--- src/rtl/write_controller.sv ---
// rtl/write_controller.sv - async FIFO write-domain pointer, full/level and overflow logic
module write_controller #(
  parameter int ADDR_W    = 5,
  parameter int PTR_W     = 6,
  parameter int AF_THRESH = 28
) (
  input  logic              clkw,
  input  logic              resetw,
  input  logic              write,
  input  logic              clr_ovf,
  input  logic [PTR_W-1:0]  rptrs,
  output logic              wen,
  output logic [ADDR_W-1:0] waddr,
  output logic [PTR_W-1:0]  wptr,
  output logic              fullflag,
  output logic              almost_full,
  output logic [PTR_W-1:0]  wlevel,
  output logic              overflow
);

  localparam logic [PTR_W-1:0] AF_LEVEL = PTR_W'(AF_THRESH);

  logic [PTR_W-1:0] wbin_q, wbin_d;
  logic [PTR_W-1:0] wptr_q, wptr_d;
  logic             fullflag_q, fullflag_d;
  logic             almost_full_q, almost_full_d;
  logic [PTR_W-1:0] wlevel_q, wlevel_d;
  logic             overflow_q, overflow_d;
  logic [PTR_W-1:0] rbin;
  logic [PTR_W-1:0] full_match;
  logic             accept;

  // Convert the synchronised Gray read pointer back to binary with an XOR prefix
  always_comb begin
    rbin = '0;
    rbin[PTR_W-1] = rptrs[PTR_W-1];
    for (int i = PTR_W - 2; i >= 0; i--) begin
      rbin[i] = rbin[i+1] ^ rptrs[i];
    end
  end

  // Next pointer, flags and level; full is computed from the post-accept pointer so it
  // asserts on the same edge that consumes the last free slot
  always_comb begin
    accept        = write & ~fullflag_q;
    full_match    = {~rptrs[PTR_W-1:PTR_W-2], rptrs[PTR_W-3:0]};
    wbin_d        = wbin_q + PTR_W'(accept);
    wptr_d        = wbin_d ^ (wbin_d >> 1);
    fullflag_d    = (wptr_d == full_match);
    wlevel_d      = wbin_d - rbin;
    almost_full_d = (wlevel_d >= AF_LEVEL);
    overflow_d    = overflow_q;
    if (clr_ovf) begin
      overflow_d = 1'b0;
    end
    if (write & fullflag_q) begin
      overflow_d = 1'b1;
    end
  end

  // Write-domain state registers
  always_ff @(posedge clkw or negedge resetw) begin
    if (!resetw) begin
      wbin_q        <= '0;
      wptr_q        <= '0;
      fullflag_q    <= 1'b0;
      almost_full_q <= 1'b0;
      wlevel_q      <= '0;
      overflow_q    <= 1'b0;
    end else begin
      wbin_q        <= wbin_d;
      wptr_q        <= wptr_d;
      fullflag_q    <= fullflag_d;
      almost_full_q <= almost_full_d;
      wlevel_q      <= wlevel_d;
      overflow_q    <= overflow_d;
    end
  end

  assign wen         = accept;
  assign waddr       = wbin_q[ADDR_W-1:0];
  assign wptr        = wptr_q;
  assign fullflag    = fullflag_q;
  assign almost_full = almost_full_q;
  assign wlevel      = wlevel_q;
  assign overflow    = overflow_q;

endmodule

--- config.mk ---
export PLATFORM = sky130hd
export DESIGN_NAME = write_controller
export DESIGN_NICKNAME = d
export VERILOG_FILES = /design/src/rtl/write_controller.sv
export SDC_FILE = /design/constraint.sdc
export NUM_CORES = 1
export LEC_CHECK = 0
export BUFFER_PORTS_ARGS = -buffer_cell sky130_fd_sc_hd__buf_2
export CORE_UTILIZATION = 41
export CTS_CLUSTER_SIZE = 20
export DETAILED_ROUTE_END_ITERATION = 8
export GPL_TIMING_DRIVEN = 0
export PLACE_DENSITY_LB_ADDON = 0.08
export SKIP_LAST_GASP = 1
export SYNTH_ARGS = -nofsm -noshare
export SYNTH_HDL_FRONTEND = slang
export SYNTH_SLANG_ARGS = --single-unit
--- constraint.sdc ---
create_clock -name clkw -period 2.9 [get_ports clkw]
set_input_delay 0.145 -clock clkw [delete_from_list [all_inputs] [get_ports clkw]]
set_output_delay 0.145 -clock clkw [all_outputs]
set_load 0.02 [all_outputs]
==> impl_metrics.env <==
export IMPL_clockBufferDepth=2
export IMPL_finalInstanceArea_um2=1490
export IMPL_grt_usage=0.157
export IMPL_numPortBuffers=30
export IMPL_clock_root_buffer="clkbuf_4"
export IMPL_post_route_util=0.533
export IMPL_cts_clk_slew_worst_paths_ns=0.12
export IMPL_slowest_stage="fa_1"
export IMPL_synthTopCellsByArea="dfrtp_1, xnor2_1, ha_1"
export IMPL_grt_util_met3=0.0295
export IMPL_reg2reg_to="almost_full"
export IMPL_numCtsBuffers=3
export IMPL_core_area_um2=2810
export IMPL_synthArstFlopShare=1.00
export IMPL_clock_latency_ns=0.30
export IMPL_syn_avg_cell_area_um2=11.3
export IMPL_grt_max_degree=21
export IMPL_antenna_found_initial=0
export IMPL_min_period_over_period=0.925
export IMPL_path_class="input pin to flop"
export IMPL_yosys_register_bits=20
export IMPL_worst_setup_path_end_kind="flop"
export IMPL_min_delay_path_depth=2
export IMPL_fillers=266
export IMPL_slew_headroom=0.691
export IMPL_cp_start_kind="input pin"
export IMPL_synth_edff_count=0
export IMPL_ys_top_cells_by_count="dfrtp_1, xnor2_1, inv_1"
export IMPL_dp_cells=171
export IMPL_crit_chain="buf_2, xnor2_2, xor2_2, xor2_2, xor2_2, xnor2_1, ha_1, fa_1, xnor2_1, a31oi_1, and3_1, o2bb2ai_1, a211o_1"
export IMPL_synth_main_ff_cell="dfrtp_1"
export IMPL_fin_skew_ns=0.00569
export IMPL_crit_buf_inv=1
export IMPL_area_delta_synth_final_pct=20.6
export IMPL_setup_viol=0
export IMPL_worst_pin_slew_ns=0.463
export IMPL_crit_family="XOR/XNOR gates"
export IMPL_reg2reg_from="fullflag"
export IMPL_use_met2=0.252
export IMPL_io_pins=31
export IMPL_slowest_delay_ns=0.46
export IMPL_htreeDepth=1
export IMPL_via_count=882
export IMPL_ys_types=39
export IMPL_yosys_warnings=0
export IMPL_viasPerCell=4.98
export IMPL_ys_seq_area_frac=0.404
export IMPL_fp_dieArea_um2=3250
export IMPL_routabilityCongestion=0.742
export IMPL_worstHoldStart="clr_ovf"
export IMPL_drtAntennaViolNets=0
export IMPL_num_rows=19
export IMPL_grt_pass1_vias=872
export IMPL_crit_fanout=5
export IMPL_cts_tree="built"
export IMPL_start_util=0.442
export IMPL_drt_pass1_iterations=6
export IMPL_finalCriticalPeriod_ns=2.68
export IMPL_hold_path_class="input pin to flop"
export IMPL_grt_use_met1=0.207
export IMPL_leakage_uw=0.000739
export IMPL_reg2reg_slack_ns=0.22
export IMPL_rsz0062_at_grt="false"
export IMPL_hold_end="overflow"
export IMPL_dp_hpwl_um=1720
export IMPL_slew_viol_final=0
export IMPL_fmax_mhz=373
export IMPL_pwr_density_cell_nw_per_um2=1390
export IMPL_cpMostUsedCell="xor2_2"
export IMPL_ir_worst_vdd_mv=0.731
export IMPL_finalNonFillerCells=177
export IMPL_violations="DRC"
export IMPL_dpl_cell_area_um2=1430
export IMPL_reg2reg_depth=10
export IMPL_antennaDiodeCount=0
export IMPL_synth_most_common_cell="dfrtp_1"
export IMPL_busiest_layer="met2"
export IMPL_initialDrtViolationCount=38
export IMPL_drt_wirelength_per_cell_um=12.5
export IMPL_status="finished with violations"
export IMPL_synth_top_cell_by_area="dfrtp_1"
export IMPL_drv_cap=0
export IMPL_syn_num_nets=128
export IMPL_cp_data_arrival_time_ns=2.88
export IMPL_syn_inst=110
export IMPL_hold_viol_final=0
export IMPL_crit_required_ns=3.10
export IMPL_grt_overflow_total=0
export IMPL_die_h_um=57.0
export IMPL_netlist_area_um2=1240
export IMPL_routed_wl_um=2210
export IMPL_yosysTopAreaCellShare=0.404
export IMPL_grt_first_pass_wirelength_um=3820
export IMPL_route_detailed_drc=8
export IMPL_clock_sinks=20
export IMPL_die_x_um=57.0
export IMPL_whs_ns=0.0567
export IMPL_drive_gt1_frac=0.322
export IMPL_fin_nets=165
==> worst max path at each step <==
stage / depth (start not counted) / start / slack (ns) / to
2_1_floorplan: 11 / fullflag / 0.02 / almost_full
3_5_place_dp: 13 / rptrs[5] / -0.1 / almost_full
4_1_cts: 11 / fullflag / 0.14 / almost_full
6_report: 13 / rptrs[5] / 0.22 / almost_full
5_1_grt: 13 / rptrs[5] / 0.003 / almost_full
3_3_place_gp: 13 / rptrs[5] / -0.08 / almost_full
==> where the power goes <==
part | leakage, uW | internal (uW) | switching [uW]
Combinational | 0.000479 | 624 | 804
Sequential | 0.000240 | 430 | 62.1
Clock | 0.0000210 | 76.6 | 86.4
==> cell families after synthesis <==
group,Yosys count,share of synthesized area
simple gates,21,0.103
compound gates,19,0.105
flops,20,0.404
mux,1,0.00808
xor+xnor,27,0.247
buf+inv,14,0.0455
fa+ha+maj,8,0.0869
==> through the flow <==
stage                     power, uW  setup TNS, ns  setup WS [ns]
after floorplan                1590              0         0.0225
after global placement         1880        -0.0794        -0.0794
after detailed placement       1900        -0.0974        -0.0974
after CTS                      2090              0          0.143
after global routing           2280              0        0.00335
final                          2080              0          0.218
==> what timing repair did <==
| item | 4_1_cts | 5_1_grt |
|---|---|---|
| endpoints found under the setup margin | 1 | 1 |
| hold buffers | 1 | 0 |
| endpoints found under the hold margin | 20 | 0 |
| setup buffers | 1 | 0 |
| resized for setup | 0 | 2 |
| pin swaps | 1 | 0 |
| cloned | 0 | 0 |
==> worst reg2reg max path: stages (launching register included) <==
cell and delay [ns]:
dfrtp_1 0.39, nor2b_2 0.05, ha_1 0.21, ha_2 0.40, inv_1 0.10, fa_1 0.51
xnor2_1 0.18, a31oi_1 0.16, and3_1 0.21, o2bb2ai_1 0.08, a211o_1 0.29
==> state kept, by name, summed over array words and instances (netlist names) <==
signal / flops
almost_full: 1
fullflag: 1
overflow: 1
wbin_q: 6
wlevel: 6
wptr: 5
==> routing by layer <==
metal  wire, um  vias up
li1           -      443
met1       1030      414
met2       1050       20
met3         91        5
met4         38        0
met5          0        -
==> layout by cell type (no fill, tap or decap), types with 3 or more instances in the layout <==
master and instances:
nand2_1 3, dfrtp_1 20, o21ai_0 3, clkbuf_4 3, xnor2_1 13, ha_1 6, inv_1 11, a21oi_1 4
xor2_1 6, buf_2 32, nor2b_1 3, xor2_2 4
==> cell type report <==
type,instances,area (um2),area share
flip-flops and latches,20,500,0.335
plain buffers,3,15.0,0.0101
multi-input cells,76,694,0.465
well taps,31,38.8,0.0260
inverters,11,41.3,0.0276
repair buffers,32,168,0.112
clock buffers,4,36.3,0.0243
No activity file was read; power rests on OpenSTA's default activity.
